===== src/rtl/bus_dma.sv =====
// Single-channel word-copy DMA: a four-register bus device that moves data as a
// bus host, one read then one write per word, with a level completion interrupt.
module bus_dma #(
    parameter int unsigned LenWidth = 16
) (
    input  logic        clk_sys_i,
    input  logic        rst_sys_ni,
    input  logic        dev_req_i,
    input  logic [31:0] dev_addr_i,
    input  logic        dev_we_i,
    input  logic [3:0]  dev_be_i,
    input  logic [31:0] dev_wdata_i,
    output logic        dev_rvalid_o,
    output logic [31:0] dev_rdata_o,
    output logic        dev_err_o,
    output logic        host_req_o,
    input  logic        host_gnt_i,
    output logic [31:0] host_addr_o,
    output logic        host_we_o,
    output logic [3:0]  host_be_o,
    output logic [31:0] host_wdata_o,
    input  logic        host_rvalid_i,
    input  logic [31:0] host_rdata_i,
    input  logic        host_err_i,
    output logic        irq_o
);

    typedef enum logic [2:0] {
        S_IDLE,
        S_RD_REQ,
        S_RD_WAIT,
        S_WR_REQ,
        S_WR_WAIT
    } state_e;

    state_e r_state;
    state_e w_state_next;

    logic [31:0]         r_src;
    logic [31:0]         r_dst;
    logic [LenWidth-1:0] r_len;
    logic [31:0]         r_src_cur;
    logic [31:0]         r_dst_cur;
    logic [LenWidth-1:0] r_remaining;
    logic [31:0]         r_buf;
    logic                r_ien;
    logic                r_done;
    logic                r_err;
    logic                r_dev_rvalid;
    logic [31:0]         r_dev_rdata;

    logic        w_busy;
    logic        w_reg_wr;
    logic [1:0]  w_sel;
    logic        w_ctrl_wr;
    logic        w_start;
    logic        w_len_zero;
    logic        w_last;
    logic        w_rd_ok;
    logic        w_wr_ok;
    logic        w_xfer_err;
    logic        w_done_set;
    logic        w_done_clr;
    logic [31:0] w_rd_mux;
    logic        w_unused;

    assign w_busy     = (r_state != S_IDLE);
    assign w_reg_wr   = dev_req_i & dev_we_i;
    assign w_sel      = dev_addr_i[3:2];
    assign w_ctrl_wr  = w_reg_wr & (w_sel == 2'd3);
    assign w_start    = w_ctrl_wr & dev_wdata_i[0] & ~w_busy;
    assign w_len_zero = (r_len == '0);
    assign w_last     = (r_remaining == LenWidth'(1));
    assign w_rd_ok    = (r_state == S_RD_WAIT) & host_rvalid_i & ~host_err_i;
    assign w_wr_ok    = (r_state == S_WR_WAIT) & host_rvalid_i & ~host_err_i;
    assign w_xfer_err = ((r_state == S_RD_WAIT) | (r_state == S_WR_WAIT)) &
                        host_rvalid_i & host_err_i;

    // A set event in the same cycle as a clear keeps DONE high.
    assign w_done_set = w_xfer_err | (w_wr_ok & w_last) | (w_start & w_len_zero);
    assign w_done_clr = (w_ctrl_wr & dev_wdata_i[2]) | w_start;

    assign irq_o     = r_done & r_ien;
    assign dev_err_o = 1'b0;
    assign dev_rvalid_o = r_dev_rvalid;
    assign dev_rdata_o  = r_dev_rdata;
    assign w_unused  = ^{dev_be_i, dev_addr_i[31:4], dev_addr_i[1:0]};

    always_ff @(posedge clk_sys_i or negedge rst_sys_ni) begin
        if (!rst_sys_ni) begin
            r_state <= S_IDLE;
        end else begin
            r_state <= w_state_next;
        end
    end

    always_comb begin
        w_state_next = r_state;
        case (r_state)
            S_IDLE:    if (w_start && !w_len_zero) w_state_next = S_RD_REQ;
            S_RD_REQ:  if (host_gnt_i) w_state_next = S_RD_WAIT;
            S_RD_WAIT: if (host_rvalid_i) w_state_next = host_err_i ? S_IDLE : S_WR_REQ;
            S_WR_REQ:  if (host_gnt_i) w_state_next = S_WR_WAIT;
            S_WR_WAIT: if (host_rvalid_i) begin
                w_state_next = (host_err_i || w_last) ? S_IDLE : S_RD_REQ;
            end
            default:   w_state_next = S_IDLE;
        endcase
    end

    // Host outputs are decoded from state so a reset silences the bus at once.
    always_comb begin
        host_req_o   = 1'b0;
        host_we_o    = 1'b0;
        host_be_o    = 4'h0;
        host_addr_o  = 32'h0;
        host_wdata_o = 32'h0;
        case (r_state)
            S_RD_REQ: begin
                host_req_o  = 1'b1;
                host_be_o   = 4'hF;
                host_addr_o = r_src_cur;
            end
            S_WR_REQ: begin
                host_req_o   = 1'b1;
                host_we_o    = 1'b1;
                host_be_o    = 4'hF;
                host_addr_o  = r_dst_cur;
                host_wdata_o = r_buf;
            end
            default: ;
        endcase
    end

    always_comb begin
        w_rd_mux = 32'h0;
        case (w_sel)
            2'd0: w_rd_mux = r_src;
            2'd1: w_rd_mux = r_dst;
            2'd2: w_rd_mux = 32'(r_len);
            2'd3: w_rd_mux = {28'h0, r_err, r_done, r_ien, w_busy};
            default: w_rd_mux = 32'h0;
        endcase
    end

    always_ff @(posedge clk_sys_i or negedge rst_sys_ni) begin
        if (!rst_sys_ni) begin
            r_src        <= 32'h0;
            r_dst        <= 32'h0;
            r_len        <= '0;
            r_src_cur    <= 32'h0;
            r_dst_cur    <= 32'h0;
            r_remaining  <= '0;
            r_buf        <= 32'h0;
            r_ien        <= 1'b0;
            r_done       <= 1'b0;
            r_err        <= 1'b0;
            r_dev_rvalid <= 1'b0;
            r_dev_rdata  <= 32'h0;
        end else begin
            if (w_reg_wr && !w_busy) begin
                case (w_sel)
                    2'd0: r_src <= {dev_wdata_i[31:2], 2'b00};
                    2'd1: r_dst <= {dev_wdata_i[31:2], 2'b00};
                    2'd2: r_len <= dev_wdata_i[LenWidth-1:0];
                    default: ;
                endcase
            end
            if (w_ctrl_wr) begin
                r_ien <= dev_wdata_i[1];
            end

            if (w_start) begin
                r_src_cur   <= r_src;
                r_dst_cur   <= r_dst;
                r_remaining <= r_len;
            end else if (w_wr_ok) begin
                r_src_cur   <= r_src_cur + 32'd4;
                r_dst_cur   <= r_dst_cur + 32'd4;
                r_remaining <= r_remaining - LenWidth'(1);
            end

            if (w_rd_ok) begin
                r_buf <= host_rdata_i;
            end

            if (w_done_set) begin
                r_done <= 1'b1;
            end else if (w_done_clr) begin
                r_done <= 1'b0;
            end

            if (w_xfer_err) begin
                r_err <= 1'b1;
            end else if (w_start) begin
                r_err <= 1'b0;
            end

            // Snapshot is taken before this cycle's write lands.
            r_dev_rvalid <= dev_req_i;
            r_dev_rdata  <= (dev_req_i && !dev_we_i) ? w_rd_mux : 32'h0;
        end
    end

endmodule

===== config.mk =====
export PLATFORM = sky130hd
export DESIGN_NAME = bus_dma
export DESIGN_NICKNAME = d
export VERILOG_FILES = /design/src/rtl/bus_dma.sv
export SDC_FILE = /design/constraint.sdc
export NUM_CORES = 1
export LEC_CHECK = 0
export BUFFER_PORTS_ARGS = -buffer_cell sky130_fd_sc_hd__clkbuf_2
export CORE_MARGIN = 4
export CORE_UTILIZATION = 40
export CTS_BUF_LIST = sky130_fd_sc_hd__clkbuf_2
export CTS_CLUSTER_DIAMETER = 40
export CTS_CLUSTER_SIZE = 10
export DETAILED_ROUTE_END_ITERATION = 8
export SETUP_SLACK_MARGIN = 0.4
export SYNTH_ARGS = -nofsm -noshare
export SYNTH_HDL_FRONTEND = slang
export SYNTH_SLANG_ARGS = --single-unit

===== constraint.sdc =====
create_clock -name clk_sys_i -period 4.18 [get_ports clk_sys_i]
set_input_delay 0.627 -clock clk_sys_i [delete_from_list [all_inputs] [get_ports clk_sys_i]]
set_output_delay 0.627 -clock clk_sys_i [all_outputs]
set_load 0.01 [all_outputs]

### Word-level counts from Yosys, hierarchy flattened

Cells that the tools add are included.

| storage, ports and cells | value |
|---|---|
| flip-flop bits (word level) | 227 |
| input bits | 107 |
| output and inout port bits | 105 |

| cells by class | value |
|---|---|
| $add $sub $neg | 3 |
| eq/ne operators | 13 |
| mux-type cells | 25 |
| bitwise gates (word level) | 20 |
| reductions and logical operators | 19 |

Operators by type and width:

| operator | count |
|---|---|
| $mux W32 | 6 |
| $pmux W32 S4 | 1 |
| $add A32 B3 Y32 const B | 2 |
| $pmux W32 S2 | 1 |
| $mux W16 | 2 |
| $eq A16 B1 Y1 const B | 1 |
| $logic_not A16 Y1 | 1 |
| $sub A16 B1 Y16 const B | 1 |
| $mux W3 | 5 |
| $pmux W3 S5 | 1 |
| $and A1 B1 Y1 | 14 |
| $ne A2 B2 Y1 const B | 5 |
| $mux W1 | 7 |
| $eq A3 B2 Y1 const B | 2 |
| $reduce_and A2 Y1 | 3 |
| $reduce_bool A2 Y1 | 3 |
| $reduce_and A5 Y1 | 1 |
| $eq A2 B2 Y1 const B | 2 |
| $mux W4 | 1 |
| $or A1 B1 Y1 | 4 |
| $eq A3 B1 Y1 const B | 1 |
| $eq A3 B3 Y1 const B | 1 |
| $logic_and A1 B1 Y1 | 3 |
| $logic_not A1 Y1 | 3 |
| other kinds (8) | 9 |

### Depth between registers and ports, before layout

Gate-level depths: netlist of the first run.

| logic depth | value |
|---|---|
| word-level depth | 7 |
| gate-level depth with buffers | 8 |
| depth with buffers taken out | 6 |

### Least setup slack after synthesis of the first run

No wires, ideal clock.

| timing | value |
|---|---|
| path type | register to output |
| start point | reg r_state[1] |
| end point | out host_addr_o[14] |
| arrival time | 1611 ps |
| data required time | 3553 ps |
| path slack | 1942 ps |
| stages on the path, launching flop included | 6 |
| buffers on the path | 3 |
| path through | dfrtp_1 clkbuf_1 buf_1 buf_1 mux2i_1 nor2_1 |

| between the ends | value |
|---|---|
| longest elaborated chain between the ends | 2 |
| elaborated cells between the ends (all ways) | 3 |
| those cells by class | eq/ne: 2; mux: 1 |

Ends and longest elaborated chain:

| item | RTL line | source |
|---|---|---|
| start: declaration | 36 | `state_e r_state;` |
| start signal: assignment | 93 | `r_state <= w_state_next;` |
| $eq A3 B2 Y1 / $eq A3 B1 Y1 (equally long branches) | 118 | `case (r_state)` |
| $pmux W32 S2 * | 118 |  |
| end: declaration | 18 | `output logic [31:0] host_addr_o,` |

Mark *: on every way between the ends. The rest lies on a longest branch, timed or not.

### Final worst setup path of the first run

| timing | value |
|---|---|
| start point | reg r_state[2] |
| end point | out host_wdata_o[29] |

| between the ends | value |
|---|---|
| longest elaborated chain between the ends | 2 |

Ends and longest elaborated chain:

| item | RTL line | source |
|---|---|---|
| $eq A3 B2 Y1 | 118 |  |
| $mux W32 | 118 |  |
| end: declaration | 21 | `output logic [31:0] host_wdata_o,` |

No other way between the ends.

==> results of run 1 <==
[worst max-delay path, cell delays in order (launching register included)]
cell      delay (ns)
dfrtp_1         0.52
nand2b_1        0.24
inv_1           0.68
and3_1          0.30
clkbuf_2        0.15
[flip-flops by register name, indices dropped and copies added, names as in the netlist]
| register | cells |
|---|---|
| r_len | 16 |
| r_done | 1 |
| dev_rdata_o | 32 |
| r_dst_cur | 30 |
| r_src_cur | 30 |
| r_buf | 32 |
| r_err | 1 |
| r_src | 30 |
| r_remaining | 16 |
| r_ien | 1 |
| dev_rvalid_o | 1 |
| r_state | 3 |
| r_dst | 30 |
[power by group]
group / internal, mW / leakage [nW] / switching, mW
Clock: 0.665 / 0.290 / 0.852
Sequential: 3.01 / 2.83 / 0.892
Combinational: 1.12 / 2.84 / 1.09
[worst max path at each step]
stage                        from          endpoint  slack (ns)  cells past startpoint
global placement    dev_addr_i[2]     r_dst_cur[12]        1.23                      5
detailed placement  dev_addr_i[2]      r_src_cur[8]        1.16                      5
floorplan              r_state[1]   host_addr_o[14]        1.94                      5
global route           r_state[2]  host_wdata_o[29]        0.62                      4
CTS                    r_state[2]  host_wdata_o[29]        0.81                      4
finish                 r_state[2]  host_wdata_o[29]        0.88                      4
[synth_stat cells, types with 13 or more instances]
master | number | share of area (%)
clkbuf_1 | 41 | 1.4
mux2i_1 | 66 | 5.9
a221o_1 | 13 | 1.2
dfrtp_1 | 223 | 50
and3_1 | 44 | 2.5
xor2_1 | 13 | 1.0
nand3_1 | 47 | 2.1
nand4_1 | 22 | 1.2
mux2_2 | 106 | 11
buf_2 | 19 | 0.85
nor4_1 | 13 | 0.73
a21oi_1 | 27 | 1.2
a22oi_1 | 14 | 0.94
o21ai_0 | 46 | 2.1
o211ai_1 | 15 | 1.0
o311ai_0 | 21 | 1.7
nand2_1 | 86 | 2.9
nor2_1 | 99 | 3.3
[kinds of logic (layout without fill, tap and decap cells)]
logic type / count (synthesis) / in the layout / synth area share, %
AOI/OAI and AO/OA: 157 / 157 / 9.53
xor gates and xnor gates: 16 / 16 / 1.26
adders and majority gates: 4 / 4 / 0.449
buffers and inverters: 86 / 289 / 3.58
DFF: 223 / 223 / 50.1
muxes: 176 / 176 / 17.2
other: 1 / 5 / 0.0336
and+or+nand+nor: 384 / 384 / 17.8
[cell type report]
type,count,area (um2),share of cell area [%]
diodes,2,5.00,0.0384
clock buffers,41,205,1.57
clock inverters,21,267,2.04
inverters,9,33.8,0.259
multi-input cells,740,5190,39.8
flip-flops and latches,223,5580,42.8
well taps,372,465,3.57
repair buffers,218,1300,9.94
[routing by layer]
layer	GRT usage (%)	vias up
met5	0	-
met4	3.90	0
met3	3.53	35
met2	32.7	246
met1	28.1	4427
li1	-	4202
[what timing repair did]
action	4_1_cts	5_1_grt
hold buffers	23	6
endpoints found under the hold margin	136	7
buffers inserted	0	0
[through the flow]
| step | worst slack (ns) | area, um2 |
|---|---|---|
| 6_report | 0.876 | 13000 |
| 3_5_place_dp | 1.16 | 12300 |
| 4_1_cts | 0.810 | 13000 |
| 2_1_floorplan | 1.94 | 11200 |
| 3_3_place_gp | 1.23 | 12300 |
| 5_1_grt | 0.620 | 13000 |
==> results by group, run 1 <==
Final layout
  • Most frequent cells in the layout: dfrtp_1, clkbuf_2, mux2_2
  • Area grow syn2layout: 17.0%
  • Number of fill cells: about 2600
  • Layout cells sized above 1: between 30 and 40%
  • Final Core Density: 48.0%
  • Commonest non-fill, non-tap cell in the layout: dfrtp_1
  • Final #Nets: approximately 1300
  • Fin cells: 1626

Outcome
  • Status: finished clean

Clock tree
  • CTS max path bufs: 3
  • CTS tree: yes
  • Reg clk slew, reported paths: around 0.18 ns
  • Latest clock arrival within the worst-skew pair: slightly below 0.8 ns
  • CTS Buf Count: 35
  • H-tree depth: 2
  • Clock sinks: between 200 and 250
  • # resized after CTS: 0
  • Root Driver: clkbuf_2

Synth
  • Cells after synthesis: ~1000
  • Seq cells post-synth: roughly 220
  • Prevailing post-synth register cell: dfrtp_1
  • Synth Cell Area: ~11000 um2
  • Async set-reset flop share out of synthesis: 100%
  • Synth unique cells: a little under 60
  • Avg Synthesized Cell Area: roughly 11 um2
  • YS warnings: 0
  • EDFF count, synth: 0
  • Sequential share of the synthesized area: 50.1%

Worst setup path
  • Critical Path Fanout Max: 38
  • RR Startpoint: r_dst_cur[2]
  • Worst Path Required: approximately 3.6 ns
  • R2R cell count: 6
  • Worst path arrival time: about 2.7 ns
  • R2R Setup Slk: around 1.6 ns
  • Endpoint type of the worst setup path: primary output
  • Critical path type: register to primary output
  • Setup crit start kind: register
  • Reg2reg end: r_dst_cur[30]

Worst hold path
  • Worst Hold Launch: dev_wdata_i[18]
  • Hold Crit Endpoint: r_dst[18]
  • Hold path cells: 2
  • Worst hold path type: input pin to register

Place
  • Dpl cells: 1533
  • Dpl hpwl: ~21 mm
  • GP Congestion: 0.839
  • # port buffers: ~170

STA
  • Tightest hold margin: approximately 0.076 ns
  • Peak Freq: between 300 and 400 MHz
  • Setup Total Neg Slack: 0 ns
  • Final hold viol count: 0
  • Final setup viols: 0
  • Crit share post-route: between 70% and 80%
  • Final Max Slew Viols: 0
  • Fin crit period: between 3 and 4 ns
  • Unrepaired setup endpoints after global routing: false
  • Clock skew: 0.0673 ns
  • Slew @ Worst Pin: approximately 1.0 ns
  • Worst relative slew slack: 30.6%

Drt
  • Vias: slightly below 9000
  • Vias per inst: ~5.5
  • Final WL: between 30 and 40 mm
  • Met2 WL: about 14 mm
  • Final ANT Viol Nets: 0
  • DR top layer: met4
  • DR DRC count: 0
  • Initial DRC Count: 555
  • Post-Route M1 WL: between 10 and 15 mm
  • Routed len/inst: 18.9 um
  • Met3 wire len: 1.52 mm
  • Initial DRT Pass Iterations: 5

Power and ir drop
  • Total design power: 7.63 mW
  • LEAKAGE: between 5 and 6 nW
  • Peak VDD IR: about 0.0002 V
  • Pwr/cell area: 585 nW/um2

Floorplan
  • I/O pin total: approximately 210
  • Die area: about 31000 um2
  • Chip width: between 150 and 200 um
  • CORE AREA: between 20000 and 30000 um2
  • Row cnt: 60
  • Die height: about 170 um
  • Starting density of the core: 41.0%

GRT
  • Vias in the first global route: between 8000 and 9000
  • Pin count of the biggest net entering global routing: around 130
  • First-pass GRT wire length: about 50 mm
  • Initial antenna violation count: 1
  • All-Layer GR Usage: roughly a fifth
  • Total grt overflow: 0

Job
  • Max_cap viols: 0
Note: power is estimated with default switching activity, not from simulation.
==> run 2: changes to the inputs <==
==> constraint.sdc (replaced) <==
create_clock -name clk_sys_i -period 3.14 [get_ports clk_sys_i]
set_input_delay 0.471 -clock clk_sys_i [delete_from_list [all_inputs] [get_ports clk_sys_i]]
set_output_delay 0.471 -clock clk_sys_i [all_outputs]
set_load 0.01 [all_outputs]
==> run 2 against run 1 <==
  * Register-to-register slack worse by 0.78 ns
  * First-iteration DRC count is 11% higher
  * Design area is 4.7% higher
  * Critical path depth is 1 higher
  * Core utilization is 2.3 points higher
  * Clock power is 24% higher
  * Setup slack worse by 0.35 ns
  * Final cell count is 3.7% higher
  * Combinational power is 47% higher
  * Die area stayed put
  * Sequential share of layout area is 1.9 points lower
==> results by group, run 2 (synthesis results as in run 1) <==
Final layout
  • Area grow syn2layout: 22.5%
  • Final #Nets: 1401 (+4.7%)
  • Commonest non-fill, non-tap cell in the layout: dfrtp_1
  • Number of fill cells: 2506 (-4.6%)
  • Final Core Density: 50.3% (+2.3 points)
  • Layout cells sized above 1: 30.5% (+0.35 points)
  • Most frequent cells in the layout: dfrtp_1, clkbuf_2, mux2_2

Clock tree
  • CTS tree: yes
  • Clock sinks: 223 (unchanged)
  • CTS max path bufs: 3 (unchanged)
  • H-tree depth: 2 (unchanged)
  • Root Driver: clkbuf_2
  • Latest clock arrival within the worst-skew pair: 0.81 ns (+0.02 ns)
  • CTS Buf Count: 34 (-2.9%)
  • Reg clk slew, reported paths: 0.16 ns (-0.02 ns)

Drt
  • DR DRC count: 0 (unchanged)
  • Routed len/inst: 19.1 um (+1.3%)
  • Initial DRC Count: 614 (+11%)
  • Initial DRT Pass Iterations: 5 (unchanged)
  • Final WL: 32.3 mm (+5.0%)
  • Vias: 9255 (+3.9%)
  • Final ANT Viol Nets: 0 (unchanged)
  • Vias per inst: 5.49 (+0.18%)

GRT
  • Vias in the first global route: 9402 (+5.4%)
  • All-Layer GR Usage: 20.7% (+0.80 points)
  • Total grt overflow: 0 (unchanged)
  • Pin count of the biggest net entering global routing: 70 (-46%)
  • Initial antenna violation count: 1 (unchanged)
  • First-pass GRT wire length: 51.7 mm (+4.0%)

STA
  • Fin crit period: around 2.6 ns
  • Worst Setup Slack, final: 0.526 ns (-0.350 ns)
  • Unrepaired setup endpoints after global routing: false
  • Crit share post-route: between 80% and 90%
  • Worst relative slew slack: 31.7% (+1.1 points)
  • Tightest hold margin: 0.129 ns (+0.0529 ns)
  • Slew @ Worst Pin: 1.02 ns (-0.0180 ns)
  • Final setup viols: 0 (unchanged)
  • Final Max Slew Viols: 0 (unchanged)
  • Final hold viol count: 0 (unchanged)
  • Peak Freq: 383 MHz
  • Clock skew: 0.0849 ns (+0.0176 ns)
  • Setup Total Neg Slack: 0 ns (unchanged)

Worst setup path
  • CP Capture Point: host_addr_o[11]
  • R2R cell count: 6 (unchanged)
  • Critical Path Fanout Max: 22 (-42%)
  • Setup crit start kind: register
  • Endpoint type of the worst setup path: primary output
  • R2R Setup Slk: 0.77 ns (-0.78 ns)
  • Worst Path Required: 2.67 ns (-0.88 ns)
  • Critical path type: register to primary output
  • Worst path arrival time: 2.14 ns (-0.54 ns)
  • RR Startpoint: r_state[1]
  • Crit path from: r_state[1]
  • Reg2reg end: r_src_cur[11]

Place
  • Dpl hpwl: 21.6 mm (+3.4%)
  • Dpl ws: 0.766 ns (-0.395 ns)
  • # port buffers: 174 (unchanged)
  • GP Congestion: 0.848 (+1.0%)

Floorplan
  • Die height: 175 um (unchanged)
  • I/O pin total: 212 (unchanged)
  • Chip width: 175 um (unchanged)
  • Row cnt: 60 (unchanged)
  • CORE AREA: 27200 um2 (unchanged)
  • Starting density of the core: 41.0% (unchanged)
  • Die area: 30600 um2 (unchanged)

Job
  • Max_cap viols: 0 (unchanged)

Power and ir drop
  • Total design power: 10.3 mW (+35%)
  • Comb pwr share: 31.4% (+2.4 points)
  • Sw power: 3.84 mW (+35%)
  • Sequential group share of total power: 50.3% (-0.8 points)
  • Clock power share: 18.3% (-1.6 points)
  • Net Sw Frac: 37.2% (+0.11 points)
  • LEAKAGE: 6.23 nW (+4.5%)
  • Pwr/cell area: 755 nW/um2 (+29%)
  • Pint: 6.47 mW (+35%)
  • Peak VDD IR: 0.000237 V (+21%)

Worst hold path
  • Worst hold path type: input pin to register

Outcome
  • Status: finished clean
## run 2: worst min path at each step
stage | from | to | slack [ns] | depth (start not counted)
floorplan | rst_sys_ni | dev_rdata_o[0] | 0.18 | 0
detailed placement | rst_sys_ni | r_buf[29] | 0.47 | 1
CTS | host_err_i | r_state[1] | 0.05 | 4
finish | host_err_i | r_state[1] | 0.13 | 4
global placement | rst_sys_ni | r_buf[29] | 0.47 | 1
global route | host_err_i | r_state[1] | 0.11 | 4
## run 2: worst max-delay path, stage by stage (launching register included)
cell	delay, ns
dfrtp_2	0.43
buf_8	0.25
buf_16	0.21
mux2i_1	0.25
nor2_1	0.06
clkbuf_2	0.16
## run 2: cell type report
type | count | area [um2] | area share, %
timing repair buffer | 280 | 1930 | 14.1
timing repair inverter | 2 | 15.0 | 0.110
clock inverter | 18 | 218 | 1.59
tap | 372 | 465 | 3.41
inverter | 9 | 37.5 | 0.275
antenna | 1 | 2.50 | 0.0183
multi-input combinational | 740 | 5200 | 38.1
clock buffer | 41 | 205 | 1.50
sequential | 223 | 5580 | 40.9
## run 2: per-layer routing
metal / GRT usage [%] / vias up / part of all wire (%)
met5: 0 / - / 0
met4: 5.01 / 0 / 1.5
met3: 3.46 / 38 / 5.6
met2: 33.8 / 298 / 48
met1: 29.2 / 4598 / 45
li1: - / 4321 / -
## run 2: per-stage QoR
stage	instance area [um2]	std cells
floorplan	11200	1049
global placement	12400	1548
detailed placement	12400	1548
CTS	13600	1683
global route	13700	1686
finish	13700	1686
## run 2: power groups by stage
stage               combinational, mW  sequential (mW)  clock, mW
detailed placement               3.00             5.24          0
global placement                 2.93             5.20          0
global route                     3.59             5.37       2.09
CTS                              3.18             5.15       1.96
finish                           3.24             5.18       1.89
floorplan                        2.32             4.80          0
## run 2: what timing repair did
action,CTS,global route
endpoints found under the hold margin,177,0
hold buffers,72,0
gates resized for setup,11,5
gates cloned,1,2
buffers inserted,3,0
endpoints found under the setup margin,65,56
==> run 3: changes to the inputs <==
--- a/config.mk
+++ b/config.mk
@@ -5,6 +5,7 @@
 export SDC_FILE = /design/constraint.sdc
 export NUM_CORES = 1
 export LEC_CHECK = 0
+export ABC_AREA = 1
 export BUFFER_PORTS_ARGS = -buffer_cell sky130_fd_sc_hd__clkbuf_2
 export CORE_MARGIN = 4
 export CORE_UTILIZATION = 40
==> constraint.sdc (replaced) <==
create_clock -name clk_sys_i -period 2.64 [get_ports clk_sys_i]
set_input_delay 0.396 -clock clk_sys_i [delete_from_list [all_inputs] [get_ports clk_sys_i]]
set_output_delay 0.396 -clock clk_sys_i [all_outputs]
set_load 0.01 [all_outputs]
==> run 3 against run 2 <==
  * Non-clock buffer count grew 3
  * Combinational power grew 84%
  * First-iteration DRC count grew 61%
  * Largest power group unchanged
  * Global-route usage grew 2.5 points
  * Core utilization grew 2.4 points
  * Clock skew grew 0.0041 ns
  * Register-to-register slack lost 0.12 ns
  * Final cell count grew 40%
  * Highest routed layer unchanged
==> results by group, run 3 <==
GRT
  • First-pass GRT wire length: 61.2 mm (+18%)
  • Initial antenna violation count: 1 (unchanged)
  • Total grt overflow: 0 (unchanged)
  • Vias in the first global route: 11200 (+19%)
  • Pin count of the biggest net entering global routing: 78 (+11%)
  • All-Layer GR Usage: 23.2% (+2.5 points)

Power and ir drop
  • Pwr/cell area: 959 nW/um2 (+27%)
  • Total design power: 14.7 mW (+42%)
  • Peak VDD IR: 0.000379 V (+60%)
  • LEAKAGE: 7.68 nW (+23%)

Job
  • Max_cap viols: 0 (unchanged)

Worst setup path
  • CP Capture Point: host_wdata_o[13]
  • Crit path from: r_state[2]
  • Setup crit start kind: register
  • R2R cell count: 10 (+4)
  • CP peak stage delay: 0.42 ns (about the same)
  • Reg2reg end: r_src_cur[12]
  • R2R Setup Slk: 0.65 ns (-0.12 ns)
  • Slowest CP cell: dfrtp_1
  • Worst path arrival time: 2.13 ns (about the same)
  • Critical-path cell list: inv_2, nand2_4, nor2_4, buf_12, inv_12, buf_16, nor2_1, buf_2
  • Worst Path Required: 2.24 ns (-0.43 ns)
  • Critical Path Fanout Max: 16 (-27%)
  • Critical path type: register to primary output
  • Endpoint type of the worst setup path: primary output
  • RR Startpoint: r_state[1]

Outcome
  • Status: finished clean

STA
  • Final Max Slew Viols: 0 (unchanged)
  • Crit share post-route: between 90 and 100%
  • Slew @ Worst Pin: 0.688 ns (-0.335 ns)
  • Peak Freq: approximately 400 MHz
  • Final setup viols: 0 (unchanged)
  • Clock skew: 0.0890 ns (+0.00411 ns)
  • Final hold viol count: 0 (unchanged)
  • Worst relative slew slack: 53.9% (+22 points)
  • Unrepaired setup endpoints after global routing: true
  • Fin crit period: about 2.5 ns

Drt
  • Vias per inst: 4.97 (-9.5%)
  • Final WL: 38.8 mm (+20%)
  • DR DRC count: 0 (unchanged)
  • Final ANT Viol Nets: 0 (unchanged)
  • Vias: 11700 (+26%)
  • Routed len/inst: 16.5 um (-14%)
  • Initial DRT Pass Iterations: 8 (+3)
  • Initial DRC Count: 991 (+61%)

Final layout
  • Commonest non-fill, non-tap cell in the layout: nand2_1
  • Design area: 15300 um2 (+12%)
  • Number of fill cells: 2830 (+13%)
  • Most frequent cells in the layout: nand2_1, dfrtp_1, inv_1
  • Area grow syn2layout: 28.7%
  • Layout cells sized above 1: 17.5% (-13 points)
  • Final #Nets: 2052 (+46%)

Synth
  • EDFF count, synth: 0 (unchanged)
  • Largest area contributor in the netlist: dfrtp_1
  • Cells after synthesis: 1681 (+61%)
  • Post-synth top cells: nand2_1, dfrtp_1, inv_1
  • Sequential share of the synthesized area: 47.0% (-3.1 points)
  • Synth top area cells: dfrtp_1, nand2_1, inv_1
  • Yosys top cell area share: 47.0% (-3.1 points)
  • Avg Synthesized Cell Area: 7.07 um2 (-34%)
  • YS warnings: 0 (unchanged)
  • Synth Cell Area: 11900 um2 (+6.6%)
  • Seq cells post-synth: 223 (unchanged)
  • Prevailing post-synth register cell: dfrtp_1
  • Most frequent cell after synthesis: nand2_1
  • Async set-reset flop share out of synthesis: 100% (unchanged)
  • Synth unique cells: 32 (-45%)

Floorplan
  • Die height: 180 um (+3.1%)
  • Chip width: 180 um (+3.1%)
  • Die area: 32500 um2 (+6.3%)
  • Starting density of the core: 41.0% (-0.061 points)
  • Row cnt: 62 (+3.3%)
  • CORE AREA: 29000 um2 (+6.8%)
  • I/O pin total: 212 (unchanged)

Place
  • # port buffers: 174 (unchanged)
  • Dpl hpwl: 27.0 mm (+25%)
  • Post-place instance area: 13100 um2 (+6.0%)
  • GP Congestion: 0.925 (+9.1%)

Clock tree
  • CTS Buf Count: 39 (+15%)
  • CTS tree: yes
  • H-tree depth: 2 (unchanged)
  • Clock sinks: 223 (unchanged)
  • CTS max path bufs: 3 (unchanged)
  • Reg clk slew, reported paths: 0.15 ns (about the same)
  • Latest clock arrival within the worst-skew pair: 0.83 ns (+0.02 ns)
  • Root Driver: clkbuf_2

Worst hold path
  • Worst hold path type: input pin to async pin
## run 3: worst min path at each step
stage / startpoint / endpoint / slack, ns / cells past startpoint
after floorplan: rst_sys_ni / dev_rdata_o[0] / 0.10 / 0
after global placement: rst_sys_ni / r_buf[27] / 0.44 / 1
after detailed placement: rst_sys_ni / r_buf[27] / 0.44 / 1
after CTS: rst_sys_ni / r_remaining[7] / 0.11 / 2
after global routing: rst_sys_ni / r_remaining[7] / 0.16 / 2
final: rst_sys_ni / r_buf[29] / 0.17 / 2
## run 3: where the power goes
group	total [mW]	switching (mW)	internal (mW)
sequential	6.12	1.32	4.80
clock	2.58	1.46	1.11
combinational	5.97	3.52	2.44
total	14.7	6.31	8.35
## run 3: layout make-up
cell class | count | area (um2) | area share, %
tap | 384 | 480 | 3.14
clock inverter | 26 | 310 | 2.03
multi-input combinational | 1182 | 5610 | 36.7
timing repair buffer | 283 | 2260 | 14.8
clock buffer | 44 | 220 | 1.44
sequential | 223 | 5580 | 36.5
antenna | 2 | 5.00 | 0.0327
inverter | 210 | 806 | 5.27
timing repair inverter | 2 | 17.5 | 0.115
## run 3: logic make-up (layout without fill, tap and decap cells)
family / count (synthesis) / count (layout) / synth area share (%)
fa+ha+maj: 4 / 4 / 0.421
simple gates: 914 / 914 / 30.3
compound gates: 234 / 234 / 10.7
other cells: 1 / 5 / 0.0316
flops: 223 / 223 / 47.0
xor+xnor: 27 / 27 / 1.99
buf+inv: 278 / 565 / 9.63
## run 3: routing by layer
layer | global-route usage, % | part of all wire (%)
met2 | 34.9 | 44
met1 | 34.8 | 47
met5 | 0 | 0
met4 | 5.51 | 1.9
met3 | 4.30 | 7.1
## run 3: stage by stage
step                      hold WS [ns]  TNS (ns)  util, %  instances  setup slack (ns)
final                            0.169         0     52.7       2356             0.116
after global routing             0.159   -0.0323     52.7       2356           -0.0258
after CTS                        0.110         0     51.6       2350            0.0749
after detailed placement         0.438         0     45.3       2195             0.577
after global placement           0.442         0     45.3       2195             0.608
after floorplan                  0.100         0        -       1683             0.842
## run 3: timing repair
action                     CTS  global route
setup buffers                5             2
setup endpoints to repair   68            70
gates resized for setup     73           120
hold endpoints to repair   212             0
pin swaps                    1             1
hold buffers                75             0
gates cloned                 5             2
## run 3: worst max-delay path, delay by kind of cell (launching register included)
kind                   cells  cell delay (ns)
buffers and inverters      5             0.61
DFF                        1             0.42
and+or+nand+nor            3             0.29
